==> config.mk <==
export PLATFORM = sky130hd
export DESIGN_NAME = countdown_hhmm_mux
export DESIGN_NICKNAME = d
export VERILOG_FILES = /design/src/rtl/seg7_pkg.sv /design/src/rtl/seg7_decode.sv /design/src/rtl/countdown_hhmm_mux.sv
export SDC_FILE = /design/constraint.sdc
export NUM_CORES = 1
export LEC_CHECK = 0
export BUFFER_PORTS_ARGS = -buffer_cell sky130_fd_sc_hd__buf_4
export CAP_MARGIN = 20
export CORE_ASPECT_RATIO = 2
export CORE_MARGIN = 10
export CORE_UTILIZATION = 42
export CTS_CLUSTER_DIAMETER = 40
export DETAILED_ROUTE_END_ITERATION = 10
export SLEW_MARGIN = 20
export SYNTH_ARGS = -nofsm -noshare
export SYNTH_HDL_FRONTEND = slang
export SYNTH_SLANG_ARGS = --single-unit
==> constraint.sdc <==
create_clock -name clk0 -period 3.4 [get_ports clk0]
set_input_delay 0.85 -clock clk0 [delete_from_list [all_inputs] [get_ports clk0]]
set_output_delay 0.85 -clock clk0 [all_outputs]
set_load 0.01 [all_outputs]
==> src/rtl/seg7_pkg.sv <==
// Shared seven-segment definitions: BCD digit type and the 0..9 segment patterns
// (active-high, bit order g..a).
package seg7_pkg;

    typedef logic [3:0] bcd_digit_t;

    localparam bcd_digit_t BCD_MAX = 4'd9;

    localparam logic [6:0] SEG7_TABLE [0:9] = '{
        7'h3F, 7'h06, 7'h5B, 7'h4F, 7'h66,
        7'h6D, 7'h7D, 7'h07, 7'h7F, 7'h6F
    };

endpackage

==> src/rtl/seg7_decode.sv <==
// BCD digit to seven-segment pattern; codes above 9 produce a blank (all off).
module seg7_decode
    import seg7_pkg::*;
(
    input  bcd_digit_t digit,
    output logic [6:0] seg
);

    // Table lookup for decimal codes, blank for anything else.
    always_comb begin
        seg = 7'h00;
        if (digit <= BCD_MAX) begin
            seg = SEG7_TABLE[digit];
        end else begin
            seg = 7'h00;
        end
    end

endmodule

==> src/rtl/countdown_hhmm_mux.sv <==
// HH:MM countdown timer with a multiplexed four-digit seven-segment display.
// Optional feature macro: COUNTDOWN_HHMM_BLINK_EN blinks the display while done=1.
module countdown_hhmm_mux
    import seg7_pkg::*;
#(
    parameter int TICK_DIV    = 5_000_000,
    parameter int SCAN_DIV    = 1024,
    parameter int HOUR_MOD    = 24,
    parameter int AUTO_RELOAD = 1
)
(
    input  logic        clk0,
    input  logic        rst_n,
    input  logic        run,
    input  logic        load,
    input  logic [15:0] preset,
    output logic [15:0] count_bcd,
    output logic [7:0]  seg7,
    output logic [3:0]  line,
    output logic        done,
    output logic        load_err
);

    localparam int PRESC_W = (TICK_DIV > 2) ? $clog2(TICK_DIV) : 1;
    localparam int SCAN_W  = $clog2(SCAN_DIV);

    localparam logic [PRESC_W-1:0] PRESC_LAST = PRESC_W'(TICK_DIV - 1);
    localparam bcd_digit_t         RELOAD_H10 = 4'((HOUR_MOD - 1) / 10);
    localparam bcd_digit_t         RELOAD_H1  = 4'((HOUR_MOD - 1) % 10);
    localparam logic [15:0]        RELOAD_BCD = {RELOAD_H10, RELOAD_H1, 4'd5, 4'd9};
    localparam logic [7:0]         HOUR_LIMIT = 8'(HOUR_MOD);

    // A preset is legal only as a real time of day within the hour range.
    function automatic logic bcd_valid(input logic [15:0] v);
        logic [7:0] hours;
        hours = ({4'd0, v[15:12]} * 8'd10) + {4'd0, v[11:8]};
        return (v[15:12] <= BCD_MAX) && (v[11:8] <= BCD_MAX) &&
               (v[7:4] <= 4'd5) && (v[3:0] <= BCD_MAX) && (hours < HOUR_LIMIT);
    endfunction

    // One-minute BCD decrement with borrows; caller handles the 00:00 case.
    function automatic logic [15:0] bcd_dec(input logic [15:0] v);
        bcd_digit_t h10, h1, m10, m1;
        h10 = v[15:12];
        h1  = v[11:8];
        m10 = v[7:4];
        m1  = v[3:0];
        if (m1 != 4'd0) begin
            m1 = m1 - 4'd1;
        end else begin
            m1 = 4'd9;
            if (m10 != 4'd0) begin
                m10 = m10 - 4'd1;
            end else begin
                m10 = 4'd5;
                if (h1 != 4'd0) begin
                    h1 = h1 - 4'd1;
                end else begin
                    h1  = 4'd9;
                    h10 = h10 - 4'd1;
                end
            end
        end
        return {h10, h1, m10, m1};
    endfunction

    logic [PRESC_W-1:0] presc_r;
    logic [SCAN_W-1:0]  scan_cnt_r;
    logic [1:0]         slot_r;
    logic [15:0]        count_r;
    logic               done_r;
    logic               load_err_r;
    logic [3:0]         line_r;
    logic [7:0]         seg7_r;

    logic               tick_s;
    logic               scan_wrap_s;
    logic [1:0]         slot_nxt_s;
    logic [15:0]        dec_s;
    logic [15:0]        count_nxt_s;
    logic               done_nxt_s;
    logic               load_err_nxt_s;
    bcd_digit_t         digit_s;
    logic [6:0]         seg_s;
    logic               blank_s;

    assign tick_s      = (presc_r == PRESC_LAST);
    assign scan_wrap_s = &scan_cnt_r;
    assign dec_s       = bcd_dec(count_r);

    // Free-running count-step prescaler, independent of run.
    always_ff @(posedge clk0 or negedge rst_n) begin
        if (!rst_n) begin
            presc_r <= '0;
        end else if (tick_s) begin
            presc_r <= '0;
        end else begin
            presc_r <= presc_r + PRESC_W'(1);
        end
    end

    // Next display slot: advance once per full scan-counter period.
    always_comb begin
        slot_nxt_s = slot_r;
        if (scan_wrap_s) begin
            slot_nxt_s = slot_r + 2'd1;
        end else begin
            slot_nxt_s = slot_r;
        end
    end

    // Counter next state: load beats tick; terminal 00:00 either reloads or stops.
    always_comb begin
        count_nxt_s    = count_r;
        done_nxt_s     = done_r;
        load_err_nxt_s = 1'b0;
        if (load) begin
            if (bcd_valid(preset)) begin
                count_nxt_s = preset;
                done_nxt_s  = 1'b0;
            end else begin
                load_err_nxt_s = 1'b1;
            end
        end else if (tick_s && run && !done_r) begin
            if (count_r == 16'h0000) begin
                if (AUTO_RELOAD != 0) begin
                    count_nxt_s = RELOAD_BCD;
                end else begin
                    done_nxt_s = 1'b1;
                end
            end else begin
                count_nxt_s = dec_s;
                if ((AUTO_RELOAD == 0) && (dec_s == 16'h0000)) begin
                    done_nxt_s = 1'b1;
                end else begin
                    done_nxt_s = done_r;
                end
            end
        end else begin
            count_nxt_s = count_r;
        end
    end

    // Digit for the slot that will be shown next cycle, taken from the next count
    // so line and seg7 always refer to the same digit of the same value.
    always_comb begin
        case (slot_nxt_s)
            2'd0:    digit_s = count_nxt_s[15:12];
            2'd1:    digit_s = count_nxt_s[11:8];
            2'd2:    digit_s = count_nxt_s[7:4];
            2'd3:    digit_s = count_nxt_s[3:0];
            default: digit_s = 4'd0;
        endcase
    end

    seg7_decode u_seg7_decode (
        .digit (digit_s),
        .seg   (seg_s)
    );

`ifdef COUNTDOWN_HHMM_BLINK_EN
    // Half-period in count steps, sized for roughly ten steps per second.
    localparam logic [2:0] BLINK_HALF_LAST = 3'd4;

    logic [2:0] blink_cnt_r;
    logic [2:0] blink_cnt_nxt_s;
    logic       blink_phase_r;
    logic       blink_phase_nxt_s;

    // Blink phase toggles every few ticks.
    always_comb begin
        blink_cnt_nxt_s   = blink_cnt_r;
        blink_phase_nxt_s = blink_phase_r;
        if (tick_s) begin
            if (blink_cnt_r == BLINK_HALF_LAST) begin
                blink_cnt_nxt_s   = 3'd0;
                blink_phase_nxt_s = ~blink_phase_r;
            end else begin
                blink_cnt_nxt_s = blink_cnt_r + 3'd1;
            end
        end else begin
            blink_cnt_nxt_s = blink_cnt_r;
        end
    end

    // Blink phase registers.
    always_ff @(posedge clk0 or negedge rst_n) begin
        if (!rst_n) begin
            blink_cnt_r   <= 3'd0;
            blink_phase_r <= 1'b0;
        end else begin
            blink_cnt_r   <= blink_cnt_nxt_s;
            blink_phase_r <= blink_phase_nxt_s;
        end
    end

    assign blank_s = done_nxt_s & blink_phase_nxt_s;
`else
    assign blank_s = 1'b0;
`endif

    // Counter, status and display registers.
    always_ff @(posedge clk0 or negedge rst_n) begin
        if (!rst_n) begin
            scan_cnt_r <= '0;
            slot_r     <= 2'd0;
            count_r    <= 16'h0000;
            done_r     <= 1'b0;
            load_err_r <= 1'b0;
            line_r     <= 4'b0001;
            seg7_r     <= 8'h3F;
        end else begin
            scan_cnt_r <= scan_cnt_r + SCAN_W'(1);
            slot_r     <= slot_nxt_s;
            count_r    <= count_nxt_s;
            done_r     <= done_nxt_s;
            load_err_r <= load_err_nxt_s;
            line_r     <= 4'b0001 << slot_nxt_s;
            seg7_r     <= blank_s ? 8'h00 : {1'b0, seg_s};
        end
    end

    assign count_bcd = count_r;
    assign done      = done_r;
    assign load_err  = load_err_r;
    assign line      = line_r;
    assign seg7      = seg7_r;

endmodule

==> impl_metrics.yaml, run 1 <==
synthesis:
  syn_area_per_cell_um2: 9.66
  yosysUniqueCellTypes: 68
  synth_area_um2: 4070
  synth-seq-cells: 63
  ys.flop_type: "dfrtp_1"
  async_flop_share: 1.00
  yosysWarnings: 0
  ys_seq_area_frac: 0.390
  synth_edf_count: 0
  synth_cells: 421
critical_path:
  start_kind: "input port"
  cp.depth: 16
  endpoint_kind: "flip-flop"
  cp.arrival_ns: 4.38
  regToRegEndpoint: "seg7[4]"
  cp_slowest_cell: "fa_2"
  path_max_fanout: 5
  crit_family: "adder cells"
  endpoint: "seg7[4]"
  r2r_slack_ns: -0.31
  cp_common_cell: "ha_4"
  worst_r2r_path_depth: 14
  critPathBufInv: 2
  worstReg2RegStart: "presc_r[0]"
  cp.required_ns: 3.67
  cp_cell_sequence: "buf_8 > ha_4 > ha_4 > fa_2 > nor3_2 > mux2_4 > o21a_4 > o211a_1 > nor2_2 > o22ai_2 > a2111oi_4 > buf_4 > ha_4 > nor2_4 > or4_1 > nand3_1"
  critPathMaxStageDelay_ns: 0.60
  critPathLaunch: "preset[13]"
  crit_type: "in2reg"
finish:
  finalNetCount: 614
  antenna_cells: 0
  areaGrowthSynthToFinish_pct: 46.2
  drive_above_1_share: 0.442
clock_tree:
  cts_buffer_depth: 2
  cts_tree: "done"
  clock_sinks: 63
  htree_levels: 3
  clk_pin_slew_worst_paths_ns: 0.05
  cts_buffers: 9
  cts_root_buf: "clkbuf_16"
  ctsHoldBuffers: 0
  clkLatencyLatePin_ns: 0.33
floorplanning:
  rows: 50
  core-area_um2: 9380
  die_x_um: 89.6
  dieArea_um2: 14300
  io_pins: 50
  start_util: 0.433
  die_h_um: 159
sta:
  fin_crit_ns: 4.11
  timing.final.ws_setup_ns: -0.712
  slew_viol_final: 0
  slew_headroom: 0.469
  setup_violations: 7
  post-route-period-util: 1.21
  worst_pin_slew_ns: 0.797
  final_hold_viol_count: 0
  fin_setup_tns_ns: -4.46
  rsz0062_at_grt: "true"
  skew_ns: 0.00549
  max_freq_mhz: 243
min_path:
  hold_class: "reg2reg"
power:
  combPwrFrac: 0.341
  total_power_mw: 2.70
  swShare: 0.308
  p_seq_frac: 0.326
  powerDensity_nw_per_um2: 454
  internal_power_mw: 1.87
  vdd_drop_max_mv: 0.449
  pwr-share-clk: 0.333
  cellLeakagePower_nw: 2.75
  p_switching_uw: 832
drt:
  wl_per_cell_um: 18.7
  drtIter0Drc: 257
  vias: 3904
  via_per_inst: 5.69
  antenna_left: 0
  detail_route.wirelength_um: 12800
  firstDrtPassIters: 4
  drc_errors: 0
flow_run:
  cap_violations: 0
global_route:
  grt_antenna_before_repair: 0
  grt_overflow: 0
  grt_pass1_wl_um: 20300
  grt_max_degree: 64
  grt_usage: 0.181
  grt_pass1_vias: 4165
placement:
  dp_hpwl_um: 9710
  gp_congestion: 0.912
  portBuffers: 47
outcome:
  violations: "setup timing"
  status: "complete, but fails checks"
==> flip-flops by register name, summed over array words and instances (netlist names) <==
| name | flops |
|---|---|
| count_bcd | 16 |
| line | 4 |
| load_err | 1 |
| presc_r | 23 |
| scan_cnt_r | 10 |
| seg7 | 7 |
| slot_r | 2 |
==> power groups by stage <==
stage | logic [mW] | registers, mW | clock network [mW]
after floorplan | 0.319 | 0.948 | 0
after global placement | 0.787 | 0.888 | 0
after detailed placement | 0.802 | 0.890 | 0
after CTS | 0.860 | 0.878 | 0.911
after global routing | 0.994 | 0.889 | 0.940
final | 0.921 | 0.880 | 0.900
==> cell type report <==
class | count | area [um2]
inverter | 17 | 66.3
multi-input combinational | 326 | 2640
tap | 104 | 130
fill | 791 | 3440
sequential | 63 | 1590
clock buffer | 10 | 229
timing repair buffer | 160 | 1230
clock inverter | 6 | 61.3
==> how the worst min path moves through the flow <==
stage,startpoint,to,slack (ns),cells after the start
2_1_floorplan,scan_cnt_r[0],scan_cnt_r[0],0.42,1
6_report,scan_cnt_r[0],scan_cnt_r[0],0.46,1
5_1_grt,scan_cnt_r[0],scan_cnt_r[0],0.49,1
3_5_place_dp,scan_cnt_r[0],scan_cnt_r[0],0.46,1
3_3_place_gp,scan_cnt_r[0],scan_cnt_r[0],0.44,1
4_1_cts,scan_cnt_r[0],scan_cnt_r[0],0.47,1
==> synth_stat cells, types with 5 or more instances <==
| cell type | instances | share of area |
|---|---|---|
| a211oi_1 | 6 | 0.011 |
| a21oi_1 | 20 | 0.025 |
| and2_1 | 5 | 0.0077 |
| and3_1 | 10 | 0.015 |
| clkbuf_1 | 9 | 0.0083 |
| dfrtp_1 | 56 | 0.34 |
| dfstp_2 | 7 | 0.045 |
| ha_1 | 16 | 0.049 |
| inv_1 | 17 | 0.016 |
| mux2_2 | 5 | 0.014 |
| mux2i_1 | 15 | 0.037 |
| nand2_1 | 22 | 0.020 |
| nand2b_1 | 7 | 0.011 |
| nand3_1 | 22 | 0.027 |
| nand4_1 | 15 | 0.023 |
| nor2_1 | 37 | 0.034 |
| nor2b_1 | 6 | 0.0092 |
| nor3_1 | 17 | 0.021 |
| nor4_1 | 5 | 0.0077 |
| o21ai_0 | 7 | 0.0086 |
| or3_1 | 5 | 0.0077 |
| xnor2_1 | 15 | 0.032 |
| xor2_1 | 19 | 0.041 |
==> layer usage <==
metal / share of wire / GRT usage / up-vias
met3: 0.036 / 0.0322 / 44
met4: 0.066 / 0.127 / 0
li1: - / - / 1856
met2: 0.55 / 0.324 / 119
met5: 0 / 0 / -
met1: 0.34 / 0.176 / 1885
==> kinds of logic after synthesis <==
family	count (synthesis)	synth area share
adders and majority gates	17	0.0542
buffers and inverters	33	0.0375
xor gates and xnor gates	34	0.0733
AOI/OAI and AO/OA	72	0.127
muxes	23	0.0609
DFF	63	0.390
and+or+nand+nor	178	0.256
other	1	0.000922
==> stage by stage <==
stage	cell area [um2]	setup WS [ns]	utilization	hold WS [ns]	std cells
2_1_floorplan	4120	-0.741	-	0.422	422
3_3_place_gp	5330	-1.11	0.568	0.436	666
3_5_place_dp	5330	-1.24	0.568	0.460	666
4_1_cts	5780	-0.629	0.616	0.469	686
5_1_grt	5940	-0.772	0.633	0.488	686
6_report	5940	-0.712	0.633	0.463	686
==> cell usage in the layout, fill, tap and decap left out, types with 4 or more instances in the layout <==
master / instances
a211oi_1: 4
a21oi_1: 12
a21oi_2: 8
and2_1: 5
and3_1: 10
buf_4: 152
buf_6: 7
clkbuf_16: 9
dfrtp_1: 56
dfstp_2: 7
ha_1: 8
ha_4: 6
inv_1: 14
mux2_2: 4
mux2_4: 4
mux2i_1: 12
nand2_1: 21
nand2b_1: 6
nand3_1: 21
nand4_1: 15
nor2_1: 33
nor2b_1: 6
nor3_1: 13
nor4_1: 5
o21ai_0: 6
o21ai_2: 4
or3_1: 4
xnor2_1: 15
xor2_1: 19
==> timing repair <==
action | CTS | global route
endpoints found under the setup margin | 7 | 7
pin swaps | 13 | 21
resized for setup | 27 | 35
setup buffers | 4 | 3
No activity file was read; power rests on OpenSTA's default activity.
==> inputs of run 2 (changes only) <==
--- a/config.mk
+++ b/config.mk
@@ -12,6 +12,7 @@
 export CORE_UTILIZATION = 42
 export CTS_CLUSTER_DIAMETER = 40
 export DETAILED_ROUTE_END_ITERATION = 10
+export MAX_ROUTING_LAYER = met4
 export SLEW_MARGIN = 20
 export SYNTH_ARGS = -nofsm -noshare
 export SYNTH_HDL_FRONTEND = slang
==> constraint.sdc (replaced) <==
create_clock -name clk0 -period 4.56 [get_ports clk0]
set_input_delay 1.14 -clock clk0 [delete_from_list [all_inputs] [get_ports clk0]]
set_output_delay 1.14 -clock clk0 [all_outputs]
set_load 0.01 [all_outputs]
==> run 2 against run 1 <==
Net effect:
- the flow now finishes without violations
- routed wire length down 9.8%
- clock power is 19% lower
- first-iteration DRC count is 12% lower
- critical endpoint unchanged
==> impl_metrics.yaml, run 2 (synthesis results as in run 1) <==
drt:
  firstDrtPassIters: 4
  detail_route.wirelength_um: 11500
  drc_errors: 0
  via_per_inst: 5.76
  antenna_left: 0
  vias: 3482
  wl_per_cell_um: 19.1
  drtIter0Drc: 226
sta:
  max_freq_mhz: 221
  slew_headroom: 0.461
  holdWs_ns: 0.464
  skew_ns: 0.00909
  timing.final.ws_setup_ns: 0.0341
  post-route-period-util: 0.993
  slew_viol_final: 0
  fin_crit_ns: 4.53
  worst_pin_slew_ns: 0.808
  final_hold_viol_count: 0
  setup_violations: 0
critical_path:
  cp_slowest_cell: "fa_2"
  cp_common_cell: "ha_2"
  endpoint_kind: "flip-flop"
  cp.depth: 16
  crit_type: "in2reg"
  start_kind: "input port"
  crit_family: "adder cells"
  cp.arrival_ns: 4.80
  critPathBufInv: 1
  worst_r2r_path_depth: 13
  cp_cell_sequence: "buf_4 > ha_4 > ha_2 > fa_2 > nand2_1 > nor3_2 > mux2_4 > o21a_4 > nor3_1 > a211oi_2 > o22ai_2 > a2111oi_4 > ha_2 > nor2_2 > or4_1 > nand3_1"
  path_max_fanout: 5
  critPathMaxStageDelay_ns: 0.60
  cp.required_ns: 4.83
clock_tree:
  clkLatencyLatePin_ns: 0.33
  clock_sinks: 63
  clk_pin_slew_worst_paths_ns: 0.05
  cts_buffer_depth: 2
  postCtsSetupBuffers: 0
  cts_buffers: 9
  htree_levels: 3
  ctsHoldBuffers: 0
  cts_root_buf: "clkbuf_16"
  cts_tree: "done"
global_route:
  grt_antenna_before_repair: 0
  grt_usage: 0.173
  grt_pass1_vias: 3652
  grt_overflow: 0
  grt_max_degree: 64
  grt_pass1_wl_um: 18800
finish:
  largest_register_ff_count: 23
  final_common_cell: "buf_4"
  regArea_um2: 1590
  multi_input_area_um2: 2450
  areaGrowthSynthToFinish_pct: 26.1
  fill_cells: 885
  final_cell_mix: "buf_4, dfrtp_1, nor2_1"
  antenna_cells: 0
  drive_above_1_share: 0.294
  finalNetCount: 532
  top_register: "presc_r"
  fin_cells: 604
outcome:
  status: "complete, no violations"
power:
  combPwrFrac: 0.258
  powerDensity_nw_per_um2: 372
  p_switching_uw: 560
  swShare: 0.294
  cellLeakagePower_nw: 2.30
  vdd_drop_max_mv: 0.312
  p_seq_frac: 0.362
  pwr-share-clk: 0.380
  internal_power_mw: 1.35
min_path:
  hold_depth: 1
  hold_class: "reg2reg"
floorplanning:
  start_util: 0.433
  rows: 50
  die_x_um: 89.6
  io_pins: 50
  die_h_um: 159
  core-area_um2: 9380
  dieArea_um2: 14300
flow_run:
  cap_violations: 0
placement:
  gp_congestion: 0.921
  place_inst: 588
  pre_cts_ws_ns: -0.468
  dp_hpwl_um: 8870
  portBuffers: 47
[run 2: cell type report]
type,instances,share of cell area
Multi-Input combinational cell,326,0.477
Sequential cell,63,0.309
Inverter,17,0.0124
Clock inverter,7,0.0171
Timing Repair Buffer,78,0.115
Tap cell,104,0.0254
Clock buffer,9,0.0439
[run 2: final timing paths]
| path | startpoint | end | slack [ns] |
|---|---|---|---|
| max | preset[13] | seg7[4] | 0.03 |
| min | scan_cnt_r[0] | scan_cnt_r[0] | 0.46 |
| max reg2reg | presc_r[0] | seg7[4] | 0.67 |
| min reg2reg | scan_cnt_r[0] | scan_cnt_r[0] | 0.46 |
| max in group asynchronous | rst_n | presc_r[20] | 3.13 |
| min in group asynchronous | rst_n | scan_cnt_r[0] | 0.90 |
[run 2: per-layer routing]
metal,global-route usage,up-vias,part of all wire
li1,-,1678,-
met3,0.0322,40,0.035
met1,0.173,1684,0.37
met4,0.0968,0,0.048
met5,-,-,0
met2,0.299,80,0.55
[run 2: stage by stage]
stage	area, um2	util	setup TNS, ns	total power, mW
after detailed placement	4700	0.500	-3.05	1.17
after CTS	5030	0.536	0	1.91
after global routing	5130	0.546	-0.148	2.01
after floorplan	4070	-	0	0.934
final	5130	0.546	0	1.91
after global placement	4700	0.500	-2.60	1.17
[run 2: power groups by stage]
stage	clock network (mW)	logic (mW)	registers [mW]
CTS	0.739	0.479	0.690
detailed placement	0	0.473	0.698
global placement	0	0.469	0.699
global route	0.763	0.545	0.698
floorplan	0	0.227	0.707
finish	0.725	0.493	0.690
[run 2: repair_timing]
item                                    in CTS  in global routing
pin swaps                                    1                  9
endpoints found under the setup margin       7                  7
resized for setup                            3                 22
